### config.mk
export PLATFORM = sky130hd
export DESIGN_NAME = nec_ir_tx_flat
export DESIGN_NICKNAME = d
export VERILOG_FILES = /design/src/rtl/nec_ir_tx_if.sv /design/src/rtl/nec_ir_tx.sv /design/src/flat_wrapper.sv
export SDC_FILE = /design/constraint.sdc
export NUM_CORES = 1
export LEC_CHECK = 0
export ABC_AREA = 1
export BUFFER_PORTS_ARGS = -buffer_cell sky130_fd_sc_hd__clkbuf_2
export CAP_MARGIN = 20
export CELL_PAD_IN_SITES_DETAIL_PLACEMENT = 1
export CELL_PAD_IN_SITES_GLOBAL_PLACEMENT = 2
export CORE_ASPECT_RATIO = 1.2
export CORE_UTILIZATION = 36
export DETAILED_ROUTE_END_ITERATION = 6
export PLACE_DENSITY_LB_ADDON = 0.15
export SLEW_MARGIN = 5
export SYNTH_ARGS = -nofsm -noshare
export SYNTH_HDL_FRONTEND = slang
export SYNTH_SLANG_ARGS = --single-unit
export TNS_END_PERCENT = 50
### constraint.sdc
create_clock -name sys_clk -period 2.2 [get_ports sys_clk]
set_input_delay 0.33 -clock sys_clk [delete_from_list [all_inputs] [get_ports sys_clk]]
set_output_delay 0.33 -clock sys_clk [all_outputs]
set_load 0.05 [all_outputs]
### src/rtl/nec_ir_tx_if.sv
// nec_ir_tx_if: request/status bundle for the NEC IR transmitter.
//   tx_start  : request pulse, honoured only while busy=0
//   tx_repeat : 1 = repeat code, 0 = data frame (sampled with tx_start)
//   tx_addr   : address byte captured on accept
//   tx_data   : command byte captured on accept
//   busy      : transmitter owns the line (accept cycle through guard gap)
//   tx_done   : one-cycle pulse at the end of the guard gap
// modport master drives requests; modport slave is the transmitter side.
interface nec_ir_tx_if;
  logic       tx_start;
  logic       tx_repeat;
  logic [7:0] tx_addr;
  logic [7:0] tx_data;
  logic       busy;
  logic       tx_done;

  modport master (
    output tx_start, tx_repeat, tx_addr, tx_data,
    input  busy, tx_done
  );

  modport slave (
    input  tx_start, tx_repeat, tx_addr, tx_data,
    output busy, tx_done
  );
endinterface

### src/rtl/nec_ir_tx.sv
// nec_ir_tx: NEC infrared transmitter. Emits a 32-bit NEC frame
// ({~cmd, cmd, ~addr, addr}, LSB first) or an NEC repeat code, each followed
// by a guard gap of GAP_UNITS units.
// Ports:
//   sys_clk   : clock
//   sys_rst_n : asynchronous active-low reset
//   bus       : nec_ir_tx_if.slave (tx_start/tx_repeat/tx_addr/tx_data in,
//               busy/tx_done out)
//   ir_out    : demodulated active-low envelope (0 = mark, 1 = space/idle)
//   ir_led    : LED drive
// Build option: define NEC_TX_CARRIER_EN to modulate ir_led with a carrier of
// CARRIER_CYC cycles (high for the first half) during marks; otherwise
// ir_led is the inverted envelope.
module nec_ir_tx #(
  parameter int unsigned UNIT_CYC    = 28125,
  parameter int unsigned GAP_UNITS   = 64,
  parameter int unsigned CARRIER_CYC = 1316
) (
  input  logic        sys_clk,
  input  logic        sys_rst_n,
  nec_ir_tx_if.slave  bus,
  output logic        ir_out,
  output logic        ir_led
);

  localparam int unsigned UW   = (UNIT_CYC > 1) ? $clog2(UNIT_CYC) : 1;
  localparam int unsigned MAXU = (GAP_UNITS > 16) ? GAP_UNITS : 16;
  localparam int unsigned DW   = $clog2(MAXU);

  if (CARRIER_CYC < 2 || UNIT_CYC < 1 || GAP_UNITS < 1) begin : g_bad_param
    $error("nec_ir_tx: CARRIER_CYC must be >= 2, UNIT_CYC and GAP_UNITS >= 1");
  end

  typedef enum logic [2:0] {
    S_IDLE, S_LEAD_MARK, S_LEAD_SPACE, S_BIT_MARK, S_BIT_SPACE, S_STOP_MARK, S_GAP
  } state_e;

  state_e        state_q, state_d;
  logic [UW-1:0] unit_q, unit_d;
  logic [DW-1:0] dur_q, dur_d;
  logic [DW-1:0] last_unit;
  logic [31:0]   shift_q, shift_d;
  logic [5:0]    bit_q, bit_d;
  logic          rpt_q, rpt_d;
  logic          busy_q, busy_d;
  logic          done_q, done_d;
  logic          ir_out_q, ir_out_d;
  logic          accept;

  assign accept      = bus.tx_start && !busy_q;
  assign bus.busy    = busy_q;
  assign bus.tx_done = done_q;
  assign ir_out      = ir_out_q;

  always_ff @(posedge sys_clk or negedge sys_rst_n) begin
    if (!sys_rst_n) begin
      state_q  <= S_IDLE;
      unit_q   <= '0;
      dur_q    <= '0;
      shift_q  <= '0;
      bit_q    <= '0;
      rpt_q    <= 1'b0;
      busy_q   <= 1'b0;
      done_q   <= 1'b0;
      ir_out_q <= 1'b1;
    end else begin
      state_q  <= state_d;
      unit_q   <= unit_d;
      dur_q    <= dur_d;
      shift_q  <= shift_d;
      bit_q    <= bit_d;
      rpt_q    <= rpt_d;
      busy_q   <= busy_d;
      done_q   <= done_d;
      ir_out_q <= ir_out_d;
    end
  end

  // Index of the last unit of the current state (state length minus one).
  always_comb begin
    last_unit = '0;
    case (state_q)
      S_LEAD_MARK:  last_unit = DW'(15);
      S_LEAD_SPACE: last_unit = rpt_q ? DW'(3) : DW'(7);
      S_BIT_SPACE:  last_unit = shift_q[0] ? DW'(2) : DW'(0);
      S_GAP:        last_unit = DW'(GAP_UNITS - 1);
      default:      last_unit = '0;
    endcase
  end

  always_comb begin
    state_d = state_q;
    unit_d  = unit_q;
    dur_d   = dur_q;
    shift_d = shift_q;
    bit_d   = bit_q;
    rpt_d   = rpt_q;
    done_d  = 1'b0;

    if (state_q == S_IDLE) begin
      if (accept) begin
        state_d = S_LEAD_MARK;
        shift_d = {~bus.tx_data, bus.tx_data, ~bus.tx_addr, bus.tx_addr};
        rpt_d   = bus.tx_repeat;
        unit_d  = '0;
        dur_d   = '0;
        bit_d   = '0;
      end
    end else if (unit_q == UW'(UNIT_CYC - 1)) begin
      unit_d = '0;
      if (dur_q == last_unit) begin
        dur_d = '0;
        case (state_q)
          S_LEAD_MARK:  state_d = S_LEAD_SPACE;
          S_LEAD_SPACE: state_d = rpt_q ? S_STOP_MARK : S_BIT_MARK;
          S_BIT_MARK:   state_d = S_BIT_SPACE;
          S_BIT_SPACE: begin
            shift_d = {1'b0, shift_q[31:1]};
            bit_d   = bit_q + 6'd1;
            state_d = (bit_q == 6'd31) ? S_STOP_MARK : S_BIT_MARK;
          end
          S_STOP_MARK:  state_d = S_GAP;
          S_GAP: begin
            state_d = S_IDLE;
            done_d  = 1'b1;
          end
          default:      state_d = S_IDLE;
        endcase
      end else begin
        dur_d = dur_q + DW'(1);
      end
    end else begin
      unit_d = unit_q + UW'(1);
    end

    // Outputs are registered from the next state so they change on the same
    // edge as the state register.
    ir_out_d = !(state_d == S_LEAD_MARK || state_d == S_BIT_MARK ||
                 state_d == S_STOP_MARK);
    busy_d   = (state_d != S_IDLE);
  end

`ifdef NEC_TX_CARRIER_EN
  localparam int unsigned CW = $clog2(CARRIER_CYC);

  logic [CW-1:0] car_q, car_d;
  logic          led_q, led_d;

  // Carrier phase restarts on every space-to-mark transition so each mark
  // begins with a high half-period.
  always_comb begin
    if (!ir_out_d && ir_out_q)             car_d = '0;
    else if (car_q == CW'(CARRIER_CYC - 1)) car_d = '0;
    else                                   car_d = car_q + CW'(1);
    led_d = !ir_out_d && (car_d < CW'(CARRIER_CYC / 2));
  end

  always_ff @(posedge sys_clk or negedge sys_rst_n) begin
    if (!sys_rst_n) begin
      car_q <= '0;
      led_q <= 1'b0;
    end else begin
      car_q <= car_d;
      led_q <= led_d;
    end
  end

  assign ir_led = led_q;
`else
  assign ir_led = ~ir_out_q;
`endif

endmodule

### src/flat_wrapper.sv
// flat-port wrapper written by rule: the top's interface ports become plain ports
module nec_ir_tx_flat 
#(
  parameter int unsigned UNIT_CYC    = 28125,
  parameter int unsigned GAP_UNITS   = 64,
  parameter int unsigned CARRIER_CYC = 1316
)
  (sys_clk, sys_rst_n, ir_out, ir_led, bus_tx_start, bus_tx_repeat, bus_tx_addr, bus_tx_data, bus_busy, bus_tx_done);
  nec_ir_tx_if bus_i ();
  input  logic sys_clk;
  input  logic sys_rst_n;
  output logic ir_out;
  output logic ir_led;
  input wire logic [$bits(bus_i.tx_start)-1:0] bus_tx_start;
  input wire logic [$bits(bus_i.tx_repeat)-1:0] bus_tx_repeat;
  input wire logic [$bits(bus_i.tx_addr)-1:0] bus_tx_addr;
  input wire logic [$bits(bus_i.tx_data)-1:0] bus_tx_data;
  output wire logic [$bits(bus_i.busy)-1:0] bus_busy;
  output wire logic [$bits(bus_i.tx_done)-1:0] bus_tx_done;
  assign bus_i.tx_start = bus_tx_start;
  assign bus_i.tx_repeat = bus_tx_repeat;
  assign bus_i.tx_addr = bus_tx_addr;
  assign bus_i.tx_data = bus_tx_data;
  assign bus_busy = bus_i.busy;
  assign bus_tx_done = bus_i.tx_done;
  nec_ir_tx #(.UNIT_CYC(UNIT_CYC), .GAP_UNITS(GAP_UNITS), .CARRIER_CYC(CARRIER_CYC)) u_core (.sys_clk(sys_clk), .sys_rst_n(sys_rst_n), .bus(bus_i), .ir_out(ir_out), .ir_led(ir_led));
endmodule
; ---- After elaboration in Yosys (flattened, before gate mapping)
; Cells that the tools add are included.
[totals]
out_inout_bits = 4
inputBits = 20
word_cells = 71
reg_bits = 66
[classes]
reduce_logical = 13
n_mux = 30
addsub = 3
bitwise = 3
n_eq_ne = 13
[ops]
columns = op, count
row1 = 32-bit 2-to-1 mux, 5
row2 = 6-bit 2-to-1 mux, 8
row3 = 15-bit 2-to-1 mux, 3
row4 = 6-bit case mux with 4 select lines, 1
row5 = 3-bit 2-to-1 mux, 7
row6 = 8-bit NOT, 2
row7 = 15-bit by 1-bit adder with 15-bit output (second input constant), 1
row8 = 15-bit == test (second input constant), 1
row9 = 3-bit case mux with 5 select lines, 1
row10 = 6-bit by 1-bit adder with 6-bit output (second input constant), 2
row11 = 3-bit == test (second input constant), 4
row12 = 3-bit by 2-bit == test with 1-bit output (second input constant), 3
row13 = 3-bit by 1-bit == test with 1-bit output (second input constant), 2
row14 = 6-bit by 5-bit == test with 1-bit output (second input constant), 1
row15 = 6-bit == test, 1
row16 = 2-bit nonzero test, 3
row17 = 1-bit 2-to-1 mux, 4
row18 = 2-bit AND reduction, 2
row19 = 4-bit AND reduction, 1
row20 = 3-bit zero test, 1
row21 = 3-bit nonzero test, 1
row22 = 1-bit zero test, 2
row23 = 1-bit logical OR, 2
row24 = 2-bit 2-to-1 mux, 1
row25 = 3 further kinds, 3

; ---- Longest topological paths before layout
; Gate-level depths: netlist of run 1.
[logic_depth]
ltp_word = 10
ltp_mapped = 15
depth_no_buf = 14

; ---- Worst setup path before layout of run 1
; No wires, ideal clock.
[synth_timing]
path_type = flip-flop to flip-flop
startpoint = reg u_core.unit_q[0]
endpoint = reg u_core.shift_q[13]
setup_slack_ns = 0.416
arrival_time_ns = 1.661
path_stages_with_launch = 12
setup_ns = 0.123
required_ns = 2.077
path_buffers = 1
period_less_slack_ns = 1.784
cell_sequence = dfrtp_1 -> inv_1 -> ha_1 -> nand4_1 -> nand3b_1 -> nand2_2 -> nand2_2 -> nor2_4 -> nand2_8 -> buf_4 -> nand2_1 -> o21ai_2
[synth_between]
elab_chain_cells = 3
[synth_rtl]
columns = element, line
row1 = start: declaration, nec_ir_tx.sv:39  ; logic [UW-1:0] unit_q, unit_d;
row2 = start signal: assignment, nec_ir_tx.sv:68  ; unit_q <= unit_d;
row3 = 15-bit == test, nec_ir_tx.sv:109  ; end else if (unit_q == UW'(UNIT_CYC - 1)) begin
row4 = 2-bit nonzero test (no source line), -
row5 = 4-bit AND reduction (no source line), -
row6 = end signal: assignment, nec_ir_tx.sv:70  ; shift_q <= shift_d;
row7 = end: declaration, nec_ir_tx.sv:42  ; logic [31:0] shift_q, shift_d;
; No other way between the ends.
; A chain may end at the register's enable or synchronous reset.

; ---- Worst setup path in the final report of run 1
[layout_timing]
startpoint = reg u_core.state_q[1]
endpoint = reg u_core.shift_q[2]
[layout_between]
elab_chain_cells = 5
elab_cells_between_ends = 13
cone_classes = eq/ne: 6 / mux: 2 / reduce/logical: 5
[layout_rtl]
columns = element, line
row1 = start: declaration, nec_ir_tx.sv:38  ; state_e state_q, state_d;
row2 = start signal: assignment, nec_ir_tx.sv:67  ; state_q <= state_d;
row3 = 3-bit == test (tied with other cells), nec_ir_tx.sv:82  ; case (state_q)
row4 = 6-bit case mux with 4 select lines, nec_ir_tx.sv:82
row5 = 6-bit == test, nec_ir_tx.sv:111  ; if (dur_q == last_unit) begin
row6 = 2-bit nonzero test (no source line), -
row7 = 4-bit AND reduction (no source line), -
; Several ways; a longest one is shown, not always the timed one.

==> results of run 1 <==
-- cell usage in the layout, fill, tap and decap left out, types with 7 or more instances in the layout --
master and instances:
clkbuf_16 9, o21ai_1 18, nor2_2 7, dfrtp_1 64, inv_1 45, nand4_1 12
nor2_1 31, nand2_1 110, nand3_1 34, clkbuf_2 22, o21ai_0 51, xor2_1 10
a21oi_1 10
-- power groups by stage --
stage,Combinational (W),Sequential [W],Clock [W]
after CTS,0.0000487,0.00121,0.00136
final,0.0000455,0.00121,0.00133
after detailed placement,0.0000490,0.00124,0
after global placement,0.0000479,0.00124,0
after floorplan,0.000000422,0.00124,0
after global routing,0.0000539,0.00121,0.00141
-- worst paths after layout --
check | startpoint | cells past startpoint | slack [ns] | end
min reg2reg | u_core.shift_q[0]$_DFFE_PN0P_ | 2 | 0.48 | u_core.shift_q[0]$_DFFE_PN0P_
min in group sys_clk | bus_tx_data[7] | 2 | 0.21 | u_core.shift_q[31]$_DFFE_PN0P_
max in group asynchronous | sys_rst_n | 2 | 1.85 | u_core.ir_out$_DFF_PN1_
min | sys_rst_n | 2 | 0.002 | u_core.bus.tx_done$_DFF_PN0_
max | u_core.state_q[1]$_DFF_PN0_ | 11 | 0.17 | u_core.shift_q[2]$_DFFE_PN0P_
max reg2reg | u_core.state_q[1]$_DFF_PN0_ | 11 | 0.17 | u_core.shift_q[2]$_DFFE_PN0P_
-- cells in the mapped netlist, types with 2 or more instances --
| cell | instances |
|---|---|
| a21oi_1 | 10 |
| a21oi_2 | 5 |
| buf_4 | 3 |
| buf_6 | 6 |
| clkbuf_1 | 5 |
| dfrtp_1 | 65 |
| ha_1 | 4 |
| inv_1 | 45 |
| inv_2 | 4 |
| inv_4 | 2 |
| nand2_1 | 110 |
| nand2_2 | 4 |
| nand2_4 | 2 |
| nand3_1 | 34 |
| nand3b_1 | 2 |
| nand4_1 | 12 |
| nor2_1 | 33 |
| nor2_2 | 5 |
| nor2_4 | 4 |
| nor3_1 | 2 |
| o21ai_0 | 51 |
| o21ai_1 | 18 |
| o21ai_2 | 5 |
| o22ai_1 | 4 |
| or2_2 | 5 |
| xor2_1 | 10 |
-- logic make-up (layout without fill, tap and decap cells) --
group / count (synthesis) / count (layout) / share of synthesized area, %
buffers and inverters: 68 / 98 / 8.60
XOR/XNOR: 11 / 11 / 2.61
AO/OA/AOI/OAI: 94 / 94 / 13.9
multiplexers: 2 / 2 / 0.575
flip-flops: 66 / 66 / 44.7
AND/OR/NAND/NOR: 219 / 222 / 28.2
adder cells (fa/ha/maj): 4 / 4 / 1.35
-- worst reg2reg max path: stages (launching register included) --
cell and delay, ns:
dfrtp_1 0.46, inv_2 0.17, nand2_4 0.11, nor2_2 0.14, nand2_1 0.10, nand2_1 0.07
nand2_1 0.05, nand2_2 0.14, nand3_4 0.13, nand2_8 0.15, nand2_4 0.21, a21oi_1 0.21
-- flip-flops by register name, indices dropped and copies added, names as in the netlist --
signal,count
u_core.bit_q,6
u_core.bus.busy,1
u_core.bus.tx_done,1
u_core.dur_q,6
u_core.ir_out,1
u_core.rpt_q,1
u_core.shift_q,32
u_core.state_q,3
u_core.unit_q,15
-- per-layer routing --
metal | track usage [%] | wire [um] | up-vias
met5 | 0 | 0 | -
met4 | 6.97 | 118 | 0
met3 | 3.83 | 191 | 11
met2 | 31.1 | 4870 | 25
met1 | 25.9 | 4600 | 1557
li1 | - | - | 1577
-- cell type report --
class / instances / area (um2)
multi-input combinational: 333 / 1790
tap: 126 / 158
inverter: 52 / 200
clock buffer: 10 / 239
timing repair buffer: 31 / 200
sequential: 66 / 1650
fill: 1270 / 5740
clock inverter: 5 / 31.3
-- stage by stage --
stage,util [%],TNS [ns],power [W]
after floorplan,-,0,0.00124
after global placement,39.1,-0.0173,0.00128
after detailed placement,39.1,-0.545,0.00129
after CTS,41.9,0,0.00262
after global routing,42.7,-0.0252,0.00268
final,42.7,0,0.00259
-- repair_timing --
item	in CTS	in global routing
pin swaps	1	3
setup endpoints to repair	32	42
buffers inserted	0	1
cloned	1	2
gates resized for setup	1	5
==> metrics.csv, run 1 <==
metric,value,unit
die width,94.5,um
# clock sinks,66,
placed cell areas,3920,um2
htree depth,3,
Final Max Tran Viols,0,
TritonCTS clock tree,yes,
Worst path max stage delay,0.46,ns
register area share after synthesis,44.7,%
Fmax achieved,0.492,GHz
mapped cell area,3700,um2
vias in the first global route,3257,
"most used cell, CP",nand2_1,
register bit total from synthesis,66,
asr flop ratio synth,100,%
Post-Syn Area per Cell,7.97,um2
Synth top area share,44.0,%
Tmin final,2.03,ns
Synth Instances,464,
"Net Count, Synth",488,
CP Data Required Time,2.46,ns
largest net degree at the start of global routing,67,
Setup Slack @ Placement,-0.0764,ns
initial antenna violation count,0,
CTS clock-pin slew for the worst setup and hold paths,0.06,ns
final RePlAce weighted congestion,0.763,
Seq pwr share,46.8,%
Synth area leader,dfrtp_1,
total track usage,19.4,%
WL/cell,15.7,um
Post-synth EDFFs,0,
critical path class,register to register,
Fin. Hold Viols,0,
Final period util,92.4,%
worst-path cell chain,inv_2 -> nand2_4 -> nor2_2 -> nand2_1 -> nand2_1 -> nand2_1 -> nand2_2 -> nand3_4 -> nand2_8 -> nand2_4 -> a21oi_1,
final worst slack,0.167,ns
drt first pass iters,6,
Top delay family on crit path,simple AND/OR/NAND/NOR gates,
Bufs and invs on worst path,1,
Critical Path End Type,register,
pwr dens,608,nW/um2
Site Rows,40,
Clock Tree Root,clkbuf_16,
Switching Fraction,22.4,%
transition time of the tightest slew-check pin,0.426,ns
final instance area,4270,um2
Final Setup Violations,0,
Vias,3170,
Clk network pwr share,51.4,%
Max Cap Viol,0,
initial detailed-routing violation count,134,
Area contributors post-synth,"dfrtp_1, nand2_1, o21ai_0",
Area Overhead vs Synth,15.5,%
Internal,0.00201,W
count of hold buffers inserted by post-cts repair,0,
Final ANT Viol Nets,0,
hpwl dp,6460,um
Clock Latency Late Sink,0.33,ns
DIE AREA,10700,um2
YS warnings,0,
Core Region,10000,um2
die height,113,um
worst clock skew,0.00613,ns
IO Count,24,
Slew HR,71.6,%
remaining global-route overflow,0,
Finished Layout Cells,623,
Main synth FF type,dfrtp_1,
starting density of the core,36.9,%
LEAKAGE,1.96,nW
Vias/cell,5.09,
first-pass GRT wire length,16000,um
# DRC,1,
WP data arrival,2.29,ns
CTS buffer count,9,
peak supply drop,0.322,mV
Hold Crit Class,primary input to asynchronous set/reset pin,
ratio of cells with drive above 1 in the final layout,19.1,%
run status,"finished, violations left",
drt total wl,9780,um
placed cell count,604,
# port buffers,23,
CP max-delay cell,dfrtp_1,
Max Root-Sink Buffers,2,
power share of the combinational group,1.8,%
CP Max Fanout,18,
CP Launch Type,register,
RSZ-0062 raised after global routing,true,
fin nets,517,
n_diodes,0,
post-synthesis cell type count,40,
failing checks,design-rule violations,
P_sw,0.000581,W
hold_ws,0.00159,ns
Power figures use the tool's default switching activity.
==> run 2, diff against run 1 <==
--- a/config.mk
+++ b/config.mk
@@ -10,11 +10,10 @@
 export CAP_MARGIN = 20
 export CELL_PAD_IN_SITES_DETAIL_PLACEMENT = 1
 export CELL_PAD_IN_SITES_GLOBAL_PLACEMENT = 2
-export CORE_ASPECT_RATIO = 1.2
 export CORE_UTILIZATION = 36
 export DETAILED_ROUTE_END_ITERATION = 6
 export PLACE_DENSITY_LB_ADDON = 0.15
-export SLEW_MARGIN = 5
+export SLEW_MARGIN = 10
 export SYNTH_ARGS = -nofsm -noshare
 export SYNTH_HDL_FRONTEND = slang
 export SYNTH_SLANG_ARGS = --single-unit
==> run 2 against run 1 <==
  * The flow now finishes without violations
  * Sequential power about the same
  * Wire length shrank 2.8%
  * Power shrank 15%
  * Critical path type unchanged
  * Largest power group is now registers
==> metrics.csv, run 2 (synthesis results as in run 1) <==
metric,value,unit,change
LEAKAGE,1.90,nW,was 1.96 nW
CP Data Required Time,2.44,ns,was 2.46 ns
TritonCTS clock tree,yes,,unchanged
Hold Crit Class,primary input to register,,was primary input to asynchronous set/reset pin
Util after Layout,42.4,%,was 42.7%
final RePlAce weighted congestion,0.753,,was 0.763
die height,103,um,was 113 um
Core Region,9860,um2,"was 10,000 um2"
htree depth,3,,unchanged
worst clock skew,0.00686,ns,was 0.00613 ns
# port buffers,23,,unchanged
CP Launch Type,register,,unchanged
Slew HR,73.0,%,was 71.6%
drt total wl,9500,um,was 9780 um
Fin. Hold Viols,0,,unchanged
Max Cap Viol,0,,unchanged
pwr dens,525,nW/um2,was 608 nW/um2
run status,completed,,"was finished, violations left"
# DRC,0,,was 1
Worst path max stage delay,0.45,ns,was 0.46 ns
IO Count,24,,unchanged
largest net degree at the start of global routing,73,,was 67
Vias,3161,,"was 3,170"
Final Setup Violations,0,,unchanged
critical path class,register to register,,unchanged
remaining global-route overflow,0,,unchanged
Fin Setup TNS,0,ns,unchanged
initial detailed-routing violation count,111,,was 134
transition time of the tightest slew-check pin,0.405,ns,was 0.426 ns
biggest regs,"u_core.shift_q: 32 flops, u_core.unit_q: 15 flops",,unchanged
WL/cell,15.0,um,was 15.7 um
Site Rows,36,,was 40
Tmin final,2.02,ns,was 2.03 ns
die width,103,um,was 94.5 um
"commonest non-fill, non-tap cells in the layout","nand2_1, dfrtp_1, o21ai_0",,unchanged
Final Max Tran Viols,0,,unchanged
CTS clock-pin slew for the worst setup and hold paths,0.08,ns,was 0.06 ns
peak supply drop,0.310,mV,was 0.322 mV
Vias/cell,5.00,,was 5.09
WP data arrival,2.26,ns,was 2.29 ns
worst-path cell chain,inv_2 -> nand2_4 -> nor2_8 -> inv_4 -> nor2_4 -> inv_2 -> nand2_2 -> nor2_4 -> buf_4 -> nand2_4 -> a21oi_1,,was inv_2 -> nand2_4 -> nor2_2 -> nand2_1 -> nand2_1 -> nand2_1 -> nand2_2 -> nand3_4 -> nand2_8 -> nand2_4 -> a21oi_1
Clock Tree Root,clkbuf_8,,was clkbuf_16
n_diodes,0,,unchanged
first-pass GRT wire length,15200,um,"was 16,000 um"
CP Max Fanout,18,,unchanged
fin nets,518,,was 517
Top delay family on crit path,simple AND/OR/NAND/NOR gates,,unchanged
RSZ-0062 raised after global routing,false,,was true
hpwl dp,6390,um,was 6460 um
Final ANT Viol Nets,0,,unchanged
ratio of cells with drive above 1 in the final layout,19.2,%,was 19.1%
total track usage,19.2,%,was 19.4%
drt first pass iters,4,,was 6
vias in the first global route,3020,,"was 3,257"
CP max-delay cell,dfrtp_1,,unchanged
max reg flops,32,,unchanged
Bufs and invs on worst path,4,,was 1
starting density of the core,37.5,%,was 36.9%
Final period util,91.7,%,was 92.4%
Fmax achieved,0.496,GHz,was 0.492 GHz
DIE AREA,10700,um2,about the same
# clock sinks,66,,unchanged
Area Overhead vs Synth,13.1,%,was 15.5%
Critical Path End Type,register,,unchanged
Clock Latency Late Sink,0.36,ns,was 0.33 ns
Max Root-Sink Buffers,2,,unchanged
largest register by flop count,u_core.shift_q,,unchanged
CTS buffer count,9,,unchanged
initial antenna violation count,0,,unchanged
"commonest non-fill, non-tap cell in the layout",nand2_1,,unchanged
[run 2: changes by cell type in the layout (fill, tap and decap cells not counted), sizes merged]
cell         before  now
dlygate4sd3       0    1
nand2           120  119
buf               9   10
clkbuf           32   31
clkinv            5    4
clkinvlp          1    4
[run 2: repair_timing]
action,4_1_cts,5_1_grt
hold buffers,1,0
setup endpoints to repair,25,41
cloned,0,2
pin swaps,0,3
endpoints found under the hold margin,1,0
buffers inserted,0,2
gates resized for setup,1,5
[run 2: per-layer routing]
layer	GRT usage [%]	part of all wire (%)
met3	4.64	2.6
met1	27.6	51
met5	0	0
met4	6.07	1.0
met2	28.5	45
[run 2: path summary, 6_finish.rpt]
kind                                                     from                              to  slack (ns)  cells past startpoint
worst max-delay path              u_core.state_q[1]$_DFF_PN0_   u_core.shift_q[2]$_DFFE_PN0P_        0.18                     11
worst min-delay path                           bus_tx_data[7]  u_core.shift_q[31]$_DFFE_PN0P_        0.18                      2
worst max register to register    u_core.state_q[1]$_DFF_PN0_   u_core.shift_q[2]$_DFFE_PN0P_        0.18                     11
worst min register to register  u_core.shift_q[0]$_DFFE_PN0P_   u_core.shift_q[0]$_DFFE_PN0P_        0.48                      2
max in group asynchronous                           sys_rst_n         u_core.ir_out$_DFF_PN1_        1.35                      3
min in group asynchronous                           sys_rst_n    u_core.bus.tx_done$_DFF_PN0_        0.52                      3
[run 2: where the power goes]
group	switching (W)	total (W)	internal (W)
clock network	0.000531	0.000935	0.000404
logic	0.0000299	0.0000468	0.0000168
registers	0	0.00121	0.00121
[run 2: worst register-to-register path, stage by stage (launching register included)]
cell	delay [ns]
dfrtp_1	0.45
inv_2	0.16
nand2_4	0.12
nor2_8	0.11
inv_4	0.07
nor2_4	0.17
inv_2	0.06
nand2_2	0.13
nor2_4	0.07
buf_4	0.17
nand2_4	0.26
a21oi_1	0.11
[run 2: per-stage QoR]
| step | std cells | hold slack (ns) | setup slack [ns] | total power (W) | instance area [um2] |
|---|---|---|---|---|---|
| global route | 632 | 0.167 | 0.00370 | 0.00228 | 4180 |
| global placement | 611 | 0.388 | 0.0419 | 0.00128 | 3930 |
| finish | 632 | 0.177 | 0.183 | 0.00219 | 4180 |
| CTS | 628 | 0.169 | 0.0122 | 0.00223 | 4110 |
| floorplan | 464 | 0.0344 | 0.416 | 0.00124 | 3700 |
| detailed placement | 611 | 0.390 | -0.0289 | 0.00128 | 3930 |
[run 2: cell type report]
cell class                 count  area [um2]
fill                        1221        5680
multi-input combinational    332        1770
sequential                    66        1660
timing repair buffer          33         218
inverter                      52         204
tap                          133         166
clock buffer                   9         124
clock inverter                 7        46.3
